==> src/rtl/decimal_req_scheduler_pkg.sv <==
// decimal_req_scheduler_pkg: shared constants, FSM state type and the digit picker
package decimal_pkg;
    localparam int NUM_DIGITS = 10;
    localparam int BCD_W = 4;

    typedef enum logic {IDLE, PRESENT} state_t;

    typedef struct packed {
        logic       found;
        logic [3:0] idx;
    } pick_t;

    // Scanning offsets high-to-low and overwriting leaves the first hit from start
    function automatic pick_t rr_pick(input logic [NUM_DIGITS-1:0] pend, input logic [3:0] last_ptr, input logic rr_en);
        pick_t p;
        int    start;
        int    j;
        p = '0;
        start = rr_en ? int'(last_ptr) + 1 : 0;
        for (int o = NUM_DIGITS - 1; o >= 0; o--) begin
            j = start + o;
            if (j >= NUM_DIGITS) j = j - NUM_DIGITS;
            if (pend[j]) p = '{found: 1'b1, idx: 4'(j)};
        end
        return p;
    endfunction
endpackage

==> src/rtl/decimal_req_scheduler_if.sv <==
// decimal_req_scheduler_if: digit requests in, BCD valid/ready stream and status out
interface decimal_req_scheduler_if;
    import decimal_pkg::*;
    logic [NUM_DIGITS-1:0] req;
    logic                  out_ready;
    logic [BCD_W-1:0]      bcd;
    logic                  bcd_valid;
    logic [NUM_DIGITS-1:0] grant;
    logic [NUM_DIGITS-1:0] pending;
    logic                  overrun;

    modport slave (input req, out_ready, output bcd, bcd_valid, grant, pending, overrun);
    modport master (output req, out_ready, input bcd, bcd_valid, grant, pending, overrun);
endinterface

==> src/rtl/decimal_req_scheduler_enc.sv <==
// decimaltoBCD_Encoder: combinational one-hot decimal digit to BCD encoder
module decimaltoBCD_Encoder (
    input  logic D0,
    input  logic D1,
    input  logic D2,
    input  logic D3,
    input  logic D4,
    input  logic D5,
    input  logic D6,
    input  logic D7,
    input  logic D8,
    input  logic D9,
    output logic B0,
    output logic B1,
    output logic B2,
    output logic B3
);
    // Digit 0 encodes to all zeros, so D0 contributes to no output bit
    logic w_unused_d0;
    assign w_unused_d0 = D0;
    assign B0 = D1 | D3 | D5 | D7 | D9;
    assign B1 = D2 | D3 | D6 | D7;
    assign B2 = D4 | D5 | D6 | D7;
    assign B3 = D8 | D9;
endmodule

==> src/rtl/decimal_req_scheduler.sv <==
// decimal_req_scheduler: captures digit request edges and serialises them as BCD codes
module decimal_req_scheduler
    import decimal_pkg::*;
#(
    parameter bit RR_EN = 1'b1
) (
    input logic clk,
    input logic rst_n,
    decimal_req_scheduler_if.slave bus
);
    state_t                r_state, w_state_nxt;
    logic [NUM_DIGITS-1:0] r_req_q, r_pending, r_grant;
    logic [NUM_DIGITS-1:0] w_rise, w_clr, w_grant_nxt;
    logic [BCD_W-1:0]      r_bcd, w_enc;
    logic [3:0]            r_last_ptr;
    logic                  r_overrun, w_go, w_load, w_drop;
    pick_t                 w_pick;

    assign w_rise = bus.req & ~r_req_q;
    assign w_pick = rr_pick(r_pending, r_last_ptr, RR_EN);
    assign w_clr = w_load ? {{(NUM_DIGITS-1){1'b0}}, 1'b1} << w_pick.idx : '0;
    assign w_grant_nxt = w_load ? w_clr : (w_drop ? '0 : r_grant);

    always_comb begin
        w_go = (r_state == IDLE) | bus.out_ready;
        w_load = w_go & w_pick.found;
        w_drop = w_go & ~w_pick.found & (r_state == PRESENT);
        w_state_nxt = w_load ? PRESENT : (w_drop ? IDLE : r_state);
    end

    decimaltoBCD_Encoder u_enc (
        .D0(w_grant_nxt[0]), .D1(w_grant_nxt[1]), .D2(w_grant_nxt[2]), .D3(w_grant_nxt[3]),
        .D4(w_grant_nxt[4]), .D5(w_grant_nxt[5]), .D6(w_grant_nxt[6]), .D7(w_grant_nxt[7]),
        .D8(w_grant_nxt[8]), .D9(w_grant_nxt[9]),
        .B0(w_enc[0]), .B1(w_enc[1]), .B2(w_enc[2]), .B3(w_enc[3])
    );

    // req_q resets to all-ones so keys held through reset raise no event
    always_ff @(posedge clk) begin
        if (!rst_n) begin
            r_state <= IDLE;
            r_req_q <= '1;
            r_pending <= '0;
            r_grant <= '0;
            r_bcd <= '0;
            r_overrun <= 1'b0;
            r_last_ptr <= 4'd9;
        end else begin
            r_state <= w_state_nxt;
            r_req_q <= bus.req;
            r_pending <= (r_pending & ~w_clr) | w_rise;
            r_overrun <= |(w_rise & r_pending & ~w_clr);
            r_grant <= w_grant_nxt;
            if (w_load) begin
                r_bcd <= w_enc;
                r_last_ptr <= w_pick.idx;
            end
        end
    end

    assign bus.bcd = r_bcd;
    assign bus.bcd_valid = (r_state == PRESENT);
    assign bus.grant = r_grant;
    assign bus.pending = r_pending;
    assign bus.overrun = r_overrun;
endmodule

==> src/flat_wrapper.sv <==
// flat-port wrapper written by rule: the top's interface ports become plain ports
module decimal_req_scheduler_flat import decimal_pkg::*;
#(
    parameter bit RR_EN = 1'b1
)
  (clk, rst_n, bus_req, bus_out_ready, bus_bcd, bus_bcd_valid, bus_grant, bus_pending, bus_overrun);
  decimal_req_scheduler_if bus_i ();
  input logic clk;
  input logic rst_n;
  input wire logic [$bits(bus_i.req)-1:0] bus_req;
  input wire logic [$bits(bus_i.out_ready)-1:0] bus_out_ready;
  output wire logic [$bits(bus_i.bcd)-1:0] bus_bcd;
  output wire logic [$bits(bus_i.bcd_valid)-1:0] bus_bcd_valid;
  output wire logic [$bits(bus_i.grant)-1:0] bus_grant;
  output wire logic [$bits(bus_i.pending)-1:0] bus_pending;
  output wire logic [$bits(bus_i.overrun)-1:0] bus_overrun;
  assign bus_i.req = bus_req;
  assign bus_i.out_ready = bus_out_ready;
  assign bus_bcd = bus_i.bcd;
  assign bus_bcd_valid = bus_i.bcd_valid;
  assign bus_grant = bus_i.grant;
  assign bus_pending = bus_i.pending;
  assign bus_overrun = bus_i.overrun;
  decimal_req_scheduler #(.RR_EN(RR_EN)) u_core (.clk(clk), .rst_n(rst_n), .bus(bus_i));
endmodule
==> config.mk <==
export PLATFORM = sky130hd
export DESIGN_NAME = decimal_req_scheduler_flat
export DESIGN_NICKNAME = d
export VERILOG_FILES = /design/src/rtl/decimal_req_scheduler_pkg.sv /design/src/rtl/decimal_req_scheduler_if.sv /design/src/rtl/decimal_req_scheduler_enc.sv /design/src/rtl/decimal_req_scheduler.sv /design/src/flat_wrapper.sv
export SDC_FILE = /design/constraint.sdc
export NUM_CORES = 1
export LEC_CHECK = 0
export BUFFER_PORTS_ARGS = -buffer_cell sky130_fd_sc_hd__buf_2
export CAP_MARGIN = 25
export CORE_UTILIZATION = 40
export CTS_CLUSTER_SIZE = 24
export DETAILED_ROUTE_END_ITERATION = 10
export HOLD_SLACK_MARGIN = 0.02
export SYNTH_ARGS = -nofsm -noshare
export SYNTH_HDL_FRONTEND = slang
export SYNTH_SLANG_ARGS = --single-unit
==> constraint.sdc <==
create_clock -name clk -period 6.3 [get_ports clk]
set_input_delay 1.26 -clock clk [delete_from_list [all_inputs] [get_ports clk]]
set_output_delay 1.26 -clock clk [all_outputs]
set_load 0.02 [all_outputs]
# Word level (Yosys, flattened, before mapping)

Index checks and enable logic that the tools add are counted.

$add $sub $neg: 20
Multiply operators: 0
Div/mod/pow operators: 0
$lt $le $gt $ge: 20
Equality and inequality tests: 0
Shifts and indexed selects: 1
Muxes and demuxes: 55
Bitwise gates (word level): 24
Reduce and logical (&&, ||, !) cells: 2

Operators by type and width:

| operator              | number |
|---|---|
| $ge 32x5->1 const B   | 10 |
| $lt 32x6->1 const B   | 10 |
| $mux 32               | 10 |
| $sub 32x5->32 const B | 10 |
| $add 32x4->32 const B | 4 |
| $add 32x3->32 const B | 2 |
| $add 32x5->32 const B | 2 |
| $mux 5                | 10 |
| $and 10x10->10        | 4 |
| $bmux 1 s4            | 10 |
| $add 32x2->32 const B | 1 |
| $mux 10               | 3 |
| $mux 1                | 22 |
| $not 10->10           | 2 |
| $or 1x1->1            | 12 |
| $or 10x10->10         | 1 |
| $reduce_or 10->1      | 1 |
| $shl 1x4->10 const A  | 1 |
| $add 4x1->5 const B   | 1 |
| $and 1x1->1           | 3 |
| $not 1->1             | 2 |
| $reduce_bool 2->1     | 1 |

Register bits: 40
Latch bits: 0
Memory bits (writable): 0
Bits in read-only memories: 0
Input bits: 13
Logic and storage cells: 130
Memories: 0

# Longest topological paths before layout

Gate-level depths: netlist (run 1).

Depth after elaboration: 26
Mapped depth: 22

# By module

A second synthesis (run 1) with hierarchy kept.

Cells, all modules: 655
Area, all modules: 5167.5 µm²

By module, submodules not included:

| module                | times used | cells each | area each (µm²) |
|---|---|---|---|
| decimal_req_scheduler | 1          | 648        | 5133.7 |
| decimaltoBCD_Encoder  | 1          | 7          | 33.8 |

# Worst setup path after synthesis (run 1)

No wires, ideal clock.

Kind: register to register
From: register u_core.r_last_ptr[0]
To: register u_core.r_overrun (netlist: u_core.bus.overrun)
Setup time: 0.136 ns
Arrival: 5.250 ns
Data required time: 6.164 ns
Slack: 0.914 ns
Cell stages (with the launch flop): 22
Period minus slack after synthesis: 5.386 ns
Cell sequence: dfxtp_1 -> buf_4 -> inv_1 -> ha_1 -> buf_4 -> clkinv_1 -> clkbuf_1 -> ha_1 -> clkbuf_1 -> nand4b_1 -> o211ai_2 -> xnor2_1 -> a311o_1 -> o21a_1 -> or2_2 -> a31o_1 -> a221oi_1 -> o21a_2 -> or3b_4 -> o311a_1 -> nor4_1 -> a41oi_1

Cells in the longest elaborated chain, start to end: 22
Elaborated cells between the ends (all ways): 86
Those cells by class: add/sub: 20; order compare: 10; shift: 1; mux: 51; bitwise: 3; reduce/logical: 1

RTL lines:

| item                                                | RTL line                                                 | RTL |
|---|---|---|
| from (decl)                                         | decimal_req_scheduler.sv:15                              | `logic [3:0] r_last_ptr;` |
| from (signal assigned)                              | decimal_req_scheduler.sv:56                              | `r_last_ptr <= w_pick.idx;` |
| $add 4x1->5 *                                       | decimal_req_scheduler_pkg.sv:19                          | `start = rr_en ? int'(last_ptr) + 1 : 0;` |
| $add 32x5->32                                       | decimal_req_scheduler_pkg.sv:21                          | `j = start + o;` |
| $sub 32x5->32 / $ge 32x5->1 (equally long branches) | decimal_req_scheduler_pkg.sv:22                          | `if (j >= NUM_DIGITS) j = j - NUM_DIGITS;` |
| $mux 32                                             | decimal_req_scheduler_pkg.sv:22                          |  |
| $bmux 1 s4                                          | decimal_req_scheduler_pkg.sv:23                          | `if (pend[j]) p = '{found: 1'b1, idx: 4'(j)};` |
| $mux 1 (implied by the code) (2 in a row)           | decimal_req_scheduler_pkg.sv:23                          |  |
| $mux 5 (9 in a row)                                 | decimal_req_scheduler_pkg.sv:23                          |  |
| $mux 5 *                                            | decimal_req_scheduler_pkg.sv:23                          |  |
| $shl 1x4->10 / $and 1x1->1 (equally long branches)  | decimal_req_scheduler.sv:21, decimal_req_scheduler.sv:26 |  |
| $mux 10 *                                           | decimal_req_scheduler.sv:21                              | `assign w_clr = w_load ? {{(NUM_DIGITS-1){1'b0}}, 1'b1} << w_pick.idx : '0;` |
| $not 10->10 *                                       | decimal_req_scheduler.sv:52                              | `r_overrun <= \|(w_rise & r_pending & ~w_clr);` |
| $and 10x10->10 *                                    | decimal_req_scheduler.sv:52                              |  |
| $reduce_or 10->1 *                                  | decimal_req_scheduler.sv:52                              |  |
| to (signal assigned)                                | decimal_req_scheduler.sv:52                              |  |
| to (decl)                                           | decimal_req_scheduler.sv:16                              | `logic r_overrun, w_go, w_load, w_drop;` |

Mark *: on every way between the ends. The rest lies on a longest branch, timed or not. The select of a mux whose other input is x is not followed.
A chain may end at the register's enable or synchronous reset.

# Worst setup path in the final report (run 1)

From: register u_core.r_last_ptr[1]
To: register u_core.r_overrun (netlist: u_core.bus.overrun)

Same word-level chain as after synthesis.

==> impl_metrics.csv, run 1 <==
group,metric,value,unit
sta,setup_viol_count_final,0,
synthesis,async_flop_share,0,
synthesis,synthSimpleGateAreaFrac,0.2933,
sta,finClkSkew,0.008786,ns
synthesis,synth_fa_ha_area_frac,0.05179,
sta,rsz0062_at_grt,"false",
global_routing,antenna_found_initial,0,
setup_path,r2r_cells,19,
run_status,status,"completed",
synthesis,synth_top_area_share,0.1507,
global_routing,grt_pass1_wl,30370,µm
placement,place_hpwl,15240,µm
synthesis,synth_edf_count,0,
sta,fin_crit_sh,0.9470,
global_routing,grt_max_degree,43,
route,drt_iter0_drc,587,
setup_path,cp_data_required_time,6.43,ns
route,wirelength,19890,µm
die,num_rows,41,
min_path,holdCritStartpoint,"u_core.bus.grant[0]",
die,fp.dieW,117.3,µm
sta,worst_slew_pin_slew,0.8421,ns
finish,diodes,0,
die,die_area,13750,µm²
cts,cts-root-buf,"clkbuf_16",
setup_path,critPathArrivalTime,6.10,ns
synthesis,synth_cells,703,
route,routed_via_density,6.542,
cts,postCtsHoldBufs,0,
global_routing,grtUsageTotal,0.2948,
min_path,holdPathEnd,"u_core.bus.grant[0]",
global_routing,grt_overflow_total,0,
cts,cts_tree,"built",
synthesis,synth_mux_area_frac,0.07839,
setup_path,path_max_fanout,11,
cts,htree_levels,2,
synthesis,synth_xor_xnor_area_share,0.04449,
sta,max_freq,0.1676,GHz
synthesis,synth.distinct_cells,105,
synthesis,synth-seq-cells,40,
cts,insertion_delay,0.28,ns
synthesis,synth_fp_nets,738,
job,drv_cap,0,
cts,cts.clk_slew.worst_paths,0.06,ns
synthesis,synthFlopType,"dfxtp_1",
setup_path,critical_path_class,"reg2reg",
synthesis,synth.largest_area_cell,"dfxtp_1",
setup_path,r2r_setup_slack,0.33,ns
route,drtPass1Iterations,5,
placement,port-buffer-count,38,
synthesis,synth_area,5315,µm²
route,ant_nets,0,
min_path,hp-class,"reg2reg",
sta,tns,0,ns
min_path,min_path_cells,2,
route,wl_per_cell,22.28,µm
cts,cts_made_buffers,5,
sta,hold_violations,0,
cts,clock_path_buffers,2,
synthesis,yosysWarnings,0,
finish,fin_nets,755,
synthesis,synth_area_per_cell,7.561,µm²
synthesis,synth_compound_area_frac,0.3242,
placement,gp_congestion,0.9439,
synthesis,ys_top_cells_by_area,"dfxtp_1 15%, a21oi_1 5.6%, ha_1 5.2%",
synthesis,ys_seq_area_frac,0.1507,
global_routing,grt_pass1_vias,5349,
die,core_area,12770,µm²
setup_path,end_kind,"flop",
die,initial_utilization,0.4161,
setup_path,cp-start-kind,"flop",
finish,mostFrequentLayoutCells,"73 x nand2_1, 59 x a21oi_1, 56 x nor2_1, 38 x buf_2, 38 x dfxtp_1",
setup_path,r2r_end,"u_core.bus.overrun",
finish,area_delta_synth_final,9.040,%
setup_path,timing.rr.start,"u_core.r_last_ptr[1]",
sta,maxSlewHeadroom,0.4334,
synthesis,synth_top_family_by_area,"compound AO/OA/AOI/OAI gates",
die,die_y,117.3,µm
finish,layout_commonest_cell,"nand2_1",
sta,report.final.slew_viol_count,0,
finish,drive_above_1_share,0.1720,
sta,fin_crit,5.966,ns
cts,clock-sinks,40,
die,io_pins,39,
route,drcViolationCount,0,
route,route.vias.total,5842,
-- what timing repair did --
action / 4_1_cts / 5_1_grt
endpoints found under the hold margin: 0 / 0
buffers inserted: 0 / 0
setup endpoints to repair: 0 / 12
resized for setup: 0 / 5
-- layout make-up --
| type | instances | area, µm² |
|---|---|---|
| Clock buffer | 6 | 138.9 |
| Clock inverter | 2 | 38.79 |
| Fill cell | 1303 | 6978 |
| Inverter | 24 | 92.59 |
| Multi-Input combinational cell | 599 | 4227 |
| Sequential cell | 40 | 803.3 |
| Tap cell | 172 | 215.2 |
| Timing Repair Buffer | 50 | 280.3 |
-- synth_stat cells (4+ instances only) --
cell and count:
nand2b_1 23, a211oi_1 7, ha_1 22, inv_1 17, a32oi_1 6, or3_1 7
dfxtp_1 40, inv_2 4, nand2_1 73, clkbuf_1 15, nor2b_1 14, nor2_1 56
or2_2 6, o211ai_1 10, a311oi_1 4, mux2_2 5, o31ai_1 4, a21oi_1 60
a22oi_1 4, a21o_1 8, xnor2_1 18, buf_4 5, nand4_1 9, nand3_1 26
o21ai_0 26, o21a_1 9, a2111oi_0 5, nor3_1 20, o2111ai_1 5, a211o_1 4
a31oi_1 10, mux4_2 8, buf_2 16, and2_1 8, nor4_1 5, mux2i_1 18
o2111a_1 5, and3_1 9
-- metrics by stage --
| step | util | hold slack, ns | worst slack [ns] | cell area (µm²) | std cells |
|---|---|---|---|---|---|
| global route | 0.4537 | 0.4663 | 0.005310 | 5796 | 893 |
| global placement | 0.4384 | 0.4437 | 0.3591 | 5600 | 885 |
| finish | 0.4537 | 0.4519 | 0.3338 | 5796 | 893 |
| CTS | 0.4523 | 0.4559 | 0.1835 | 5778 | 893 |
| floorplan | - | 0.4881 | 0.9137 | 5315 | 703 |
| detailed placement | 0.4384 | 0.4477 | 0.2151 | 5600 | 885 |
-- routing by layer --
| layer | up-vias | global-route usage | wire [µm] |
|---|---|---|---|
| met2 | 304 | 0.4769 | 9127 |
| met5 | - | 0 | 0 |
| met4 | 0 | 0.08945 | 601 |
| li1 | 2700 | - | - |
| met1 | 2785 | 0.4052 | 8584 |
| met3 | 53 | 0.04119 | 1580 |
-- flip-flops by register name, indices dropped and copies added, names as in the netlist --
name and count:
u_core.bus.pending 10, u_core.bus.overrun 1, u_core.r_last_ptr 4, u_core.bus.bcd 4, u_core.bus.grant 10, u_core.r_req_q 10, u_core.bus.bcd_valid 1
-- worst max-delay path, stage by stage (launching register included) --
cell and delay (ns):
dfxtp_1 0.33, ha_1 0.41, and2b_1 0.26, or2_1 0.42
inv_4 0.22, ha_1 0.33, a21oi_1 0.12, ha_1 0.31
a21oi_2 0.37, nor2_1 0.08, nor4_1 0.41, nor4b_2 0.48
nor2_1 0.16, a31o_1 0.22, a221oi_1 0.36, o21a_2 0.23
or3b_4 0.40, o311a_1 0.30, nor4_1 0.24, a41oi_1 0.15
-- how the worst max path moves through the flow --
stage	from	to	slack [ns]	depth (start not counted)
4_1_cts	u_core.r_last_ptr[2]	u_core.bus.overrun	0.18	18
2_1_floorplan	u_core.r_last_ptr[0]	u_core.bus.overrun	0.91	21
5_1_grt	u_core.r_last_ptr[1]	u_core.bus.overrun	0.005	19
6_report	u_core.r_last_ptr[1]	u_core.bus.overrun	0.33	19
3_5_place_dp	u_core.r_last_ptr[2]	u_core.bus.overrun	0.22	18
3_3_place_gp	u_core.r_last_ptr[2]	u_core.bus.overrun	0.36	18
-- cell families (layout without fill, tap and decap cells) --
family / count (synthesis) / in the layout
DFF: 40 / 40
muxes: 31 / 31
adders and majority gates: 22 / 22
and+or+nand+nor: 293 / 293
buffers and inverters: 64 / 82
AOI/OAI and AO/OA: 230 / 230
xor gates and xnor gates: 23 / 23
Power of run 1 is left out: the tool's default activity adds up to more than one toggle a clock period on the data nets, which glitch-free logic cannot reach.
==> run 2: changes to the inputs <==
--- a/config.mk
+++ b/config.mk
@@ -11,6 +11,7 @@
 export CTS_CLUSTER_SIZE = 24
 export DETAILED_ROUTE_END_ITERATION = 10
 export HOLD_SLACK_MARGIN = 0.02
+export PLACE_DENSITY_LB_ADDON = 0.2
 export SYNTH_ARGS = -nofsm -noshare
 export SYNTH_HDL_FRONTEND = slang
 export SYNTH_SLANG_ARGS = --single-unit
==> constraint.sdc (replaced) <==
create_clock -name clk -period 5.5 [get_ports clk]
set_input_delay 1.1 -clock clk [delete_from_list [all_inputs] [get_ports clk]]
set_output_delay 1.1 -clock clk [all_outputs]
set_load 0.02 [all_outputs]
==> run 2 against run 1 <==
Count of clock-buffer cells in the layout unchanged. Critical path type unchanged. Global-route usage up 0.29 points. Core utilization up 1.3 points. Maximum frequency up 13%. Non-clock buffer count up 20.
==> impl_metrics.csv, run 2 (same netlist as run 1, synthesis figures left out) <==
group,metric,value,unit
run_status,status,"completed",
min_path,holdCritStartpoint,"u_core.bus.grant[8]",
route,wirelength,19970,µm
die,initial_utilization,0.4161,
sta,tns,0,ns
cts,htree_levels,2,
route,route.vias.total,5815,
finish,fin_util,0.4664,
cts,clock-sinks,40,
die,core_area,12770,µm²
die,die_y,117.3,µm
sta,worst_slew_pin_slew,0.6770,ns
die,fp.dieW,117.3,µm
global_routing,antenna_found_initial,0,
cts,cts.clk_slew.worst_paths,0.06,ns
placement,dp_slack,0.2107,ns
die,die_area,13750,µm²
sta,rsz0062_at_grt,"false",
sta,report.final.slew_viol_count,0,
global_routing,grt_pass1_vias,5339,
setup_path,endpoint,"u_core.bus.overrun",
sta,fin_crit,5.296,ns
cts,postCtsHoldBufs,0,
route,drtPass1Iterations,8,
job,drv_cap,0,
route,ant_nets,0,
die,num_rows,41,
placement,place_hpwl,15280,µm
cts,clock_path_buffers,2,
finish,diodes,0,
sta,fin_ws,0.2042,ns
global_routing,grt_overflow_total,0,
cts,cts_made_buffers,5,
setup_path,cp_data_required_time,5.63,ns
cts,cts-root-buf,"clkbuf_16",
placement,post-place-cells,904,
finish,fin_nets,775,
placement,gp_congestion,0.9579,
setup_path,r2r_end,"u_core.bus.overrun",
setup_path,r2r_cells,19,
setup_path,r2r_setup_slack,0.20,ns
setup_path,cp-start-kind,"flop",
cts,cts_tree,"built",
route,drcViolationCount,0,
finish,mostFrequentLayoutCells,"73 x nand2_1, 60 x a21oi_1, 56 x nor2_1, 39 x dfxtp_1, 38 x buf_2",
sta,finClkSkew,0.004414,ns
setup_path,path_max_fanout,12,
sta,max_freq,0.1888,GHz
sta,setup_viol_count_final,0,
global_routing,grtUsageTotal,0.2977,
min_path,hp-class,"reg2reg",
finish,layout_commonest_cell,"nand2_1",
finish,area_delta_synth_final,12.08,%
route,wl_per_cell,21.88,µm
sta,hold_violations,0,
sta,maxSlewHeadroom,0.5460,
finish,final_cells,913,
placement,port-buffer-count,38,
cts,insertion_delay,0.28,ns
die,io_pins,39,
route,routed_via_density,6.369,
route,drt_iter0_drc,612,
setup_path,crit_start,"u_core.r_last_ptr[0]",
finish,fill_cells,1287,
finish,drive_above_1_share,0.1997,
setup_path,timing.rr.start,"u_core.r_last_ptr[0]",
global_routing,grt_pass1_wl,30430,µm
setup_path,end_kind,"flop",
setup_path,critical_path_class,"reg2reg",
global_routing,grt_max_degree,45,
sta,fin_crit_sh,0.9629,
setup_path,critPathArrivalTime,5.42,ns
-- run 2: worst min path at each step --
stage / to / slack, ns / cells after the start
3_5_place_dp: u_core.bus.grant[8] / 0.45 / 2
3_3_place_gp: u_core.bus.grant[7] / 0.44 / 2
6_report: u_core.bus.grant[8] / 0.45 / 2
2_1_floorplan: u_core.bus.pending[5] / 0.49 / 2
5_1_grt: u_core.bus.grant[8] / 0.47 / 2
4_1_cts: u_core.bus.grant[8] / 0.45 / 2
-- run 2: routing by layer --
layer	global-route usage	routed length [µm]	up-vias
met1	0.4022	8850	2781
met5	0	0	-
met4	0.1030	629	0
met3	0.03759	1315	44
met2	0.4871	9179	255
li1	-	-	2735
-- run 2: repair_timing --
action	in CTS	in global routing
resized for setup	0	11
endpoints found under the setup margin	0	3
buffers inserted	0	1
-- run 2: worst max-delay path, stage by stage, from the launching register on --
cell	delay (ns)
dfxtp_2	0.35
ha_1	0.23
and2b_1	0.19
or2_1	0.34
inv_4	0.17
ha_1	0.20
buf_4	0.19
or3b_1	0.37
o211ai_2	0.10
xnor2_1	0.21
a311o_1	0.39
o21a_1	0.17
or2_2	0.31
a31o_1	0.23
a221oi_2	0.33
o21a_2	0.24
or3b_4	0.41
o311a_1	0.29
nor4_1	0.27
a41oi_1	0.14
-- run 2: final cells by class --
type,count,area [µm²],area share
clock buffer,6,138.9,0.02331
clock inverter,2,15.01,0.002520
inverter,24,92.59,0.01554
multi-input combinational,599,4263,0.7156
sequential,40,802.0,0.1346
tap,172,215.2,0.03613
timing repair buffer,70,430.4,0.07225
-- run 2: per-stage QoR --
step | cell area (µm²) | hold WS, ns
finish | 5957 | 0.4512
global route | 5957 | 0.4696
CTS | 5897 | 0.4535
detailed placement | 5743 | 0.4451
global placement | 5743 | 0.4432
floorplan | 5315 | 0.4881
Power of run 2 is left out for the same reason.
==> run 3: changes to the inputs <==
--- a/config.mk
+++ b/config.mk
@@ -12,6 +12,7 @@
 export DETAILED_ROUTE_END_ITERATION = 10
 export HOLD_SLACK_MARGIN = 0.02
 export PLACE_DENSITY_LB_ADDON = 0.2
+export RECOVER_POWER = 25
 export SYNTH_ARGS = -nofsm -noshare
 export SYNTH_HDL_FRONTEND = slang
 export SYNTH_SLANG_ARGS = --single-unit
==> run 3 against run 2 <==
Sequential share of layout area about the same. Register-to-register slack about the same. Hold slack about the same. Die area unchanged. Clock skew about the same. Maximum frequency increased by 0.15%. Global-route usage unchanged. First-iteration DRC count increased by 0.33%.
==> impl_metrics.csv, run 3 (same netlist as run 1, synthesis figures left out) <==
group,metric,value,unit
run_status,status,"completed",
die,initial_utilization,0.4161,
route,drcViolationCount,0,
sta,maxSlewHeadroom,0.4689,
route,ant_nets,0,
setup_path,endpoint,"u_core.bus.overrun",
sta,worst_slew_pin_slew,0.7966,ns
sta,hold_violations,0,
cts,cts-root-buf,"clkbuf_16",
die,core_area,12770,µm²
sta,setup_viol_count_final,0,
min_path,hp-class,"reg2reg",
route,drtPass1Iterations,5,
global_routing,antenna_found_initial,0,
cts,insertion_delay,0.28,ns
setup_path,critical_path_class,"reg2reg",
finish,mostFrequentLayoutCells,"73 x nand2_1, 60 x a21oi_1, 56 x nor2_1, 39 x dfxtp_1, 32 x buf_4",
die,fp.dieW,117.3,µm
route,drt_iter0_drc,614,
sta,fin_crit,5.288,ns
finish,area_delta_synth_final,11.91,%
setup_path,critical_path_depth,19,
setup_path,cp_slowest_cell,"or3b_4",
finish,drive_above_1_share,0.1903,
route,wl_per_cell,21.85,µm
global_routing,grt_pass1_vias,5339,
setup_path,path_cells,"ha_1 -> and2b_1 -> or2_1 -> inv_4 -> ha_1 -> buf_4 -> or3b_1 -> o211ai_2 -> xnor2_1 -> a311o_1 -> o21a_1 -> or2_2 -> a31o_1 -> a221oi_2 -> o21a_2 -> or3b_4 -> o311a_1 -> nor4_1 -> a41oi_1",
cts,cts.clk_slew.worst_paths,0.06,ns
sta,fin_crit_sh,0.9614,
setup_path,r2r_end,"u_core.bus.overrun",
finish,layout_commonest_cell,"nand2_1",
die,io_pins,39,
sta,report.final.slew_viol_count,0,
global_routing,grtUsageTotal,0.2977,
setup_path,crit_path_frequent_cell,"ha_1",
setup_path,r2r_cells,19,
sta,tns,0,ns
setup_path,r2r_setup_slack,0.21,ns
setup_path,timing.rr.start,"u_core.r_last_ptr[0]",
setup_path,cp_data_required_time,5.63,ns
route,routed_via_density,6.375,
sta,finClkSkew,0.004149,ns
setup_path,critPathMaxStageDelay,0.41,ns
job,drv_cap,0,
setup_path,cp-start-kind,"flop",
cts,clock_path_buffers,2,
setup_path,path_max_fanout,12,
finish,fin_nets,775,
cts,cts_made_buffers,5,
sta,rsz0062_at_grt,"false",
finish,diodes,0,
placement,gp_congestion,0.9579,
global_routing,grt_max_degree,45,
sta,max_freq,0.1891,GHz
die,num_rows,41,
finish,fill_cells,1290,
setup_path,crit_family,"simple AND/OR/NAND/NOR gates",
global_routing,grt_overflow_total,0,
cts,htree_levels,2,
cts,cts_tree,"built",
setup_path,worst-path-buf-inv,2,
setup_path,end_kind,"flop",
cts,clock-sinks,40,
die,die_area,13750,µm²
placement,port-buffer-count,38,
placement,place_hpwl,15280,µm
setup_path,crit_start,"u_core.r_last_ptr[0]",
die,die_y,117.3,µm
global_routing,grt_pass1_wl,30430,µm
setup_path,critPathArrivalTime,5.42,ns
route,wirelength,19950,µm
route,route.vias.total,5820,
[run 3: area by class of cell]
type / count / area, µm² / area share
Tap cell: 172 / 215.2 / 0.03618
Clock buffer: 6 / 138.9 / 0.02335
Sequential cell: 40 / 802.0 / 0.1348
Clock inverter: 2 / 15.01 / 0.002524
Inverter: 24 / 92.59 / 0.01557
Timing Repair Buffer: 70 / 421.7 / 0.07089
Multi-Input combinational cell: 599 / 4263 / 0.7167
[run 3: timing repair]
| item | in CTS | in global routing |
|---|---|---|
| resized for setup | 0 | 11 |
| endpoints found under the hold margin | 0 | 0 |
| setup endpoints to repair | 0 | 3 |
| hold buffers | 0 | 0 |
| buffers inserted | 0 | 1 |
[run 3: metrics by stage]
step                hold WS (ns)  worst slack, ns  cell area, µm²  instances  utilization
floorplan                 0.4881           0.1137            5315        703            -
global placement          0.4432           0.2983            5743        904       0.4496
detailed placement        0.4451           0.2107            5743        904       0.4496
CTS                       0.4535           0.1861            5897        912       0.4617
global route              0.4696         0.009123            5948        913       0.4657
finish                    0.4512           0.2122            5948        913       0.4657
[run 3: layer usage]
metal,global-route usage,routed length (µm),vias to the layer above
li1,-,-,2734
met4,0.1030,609,0
met5,0,0,-
met2,0.4871,9161,268
met1,0.4022,8837,2775
met3,0.03759,1342,43
[run 3: how the worst min path moves through the flow]
stage | start | end | depth (start not counted)
floorplan | u_core.r_req_q[5] | u_core.bus.pending[5] | 2
global placement | u_core.bus.grant[7] | u_core.bus.grant[7] | 2
detailed placement | u_core.bus.grant[8] | u_core.bus.grant[8] | 2
CTS | u_core.bus.grant[8] | u_core.bus.grant[8] | 2
global route | u_core.bus.grant[8] | u_core.bus.grant[8] | 2
finish | u_core.bus.grant[8] | u_core.bus.grant[8] | 2
[run 3: worst reg2reg max path, cell delays in order (launching register included)]
cell,delay [ns]
dfxtp_2,0.38
ha_1,0.21
and2b_1,0.21
or2_1,0.31
inv_4,0.17
ha_1,0.20
buf_4,0.19
or3b_1,0.37
o211ai_2,0.10
xnor2_1,0.21
a311o_1,0.39
o21a_1,0.17
or2_2,0.31
a31o_1,0.23
a221oi_2,0.33
o21a_2,0.24
or3b_4,0.41
o311a_1,0.29
nor4_1,0.27
a41oi_1,0.14
Power of run 3 is left out for the same reason.
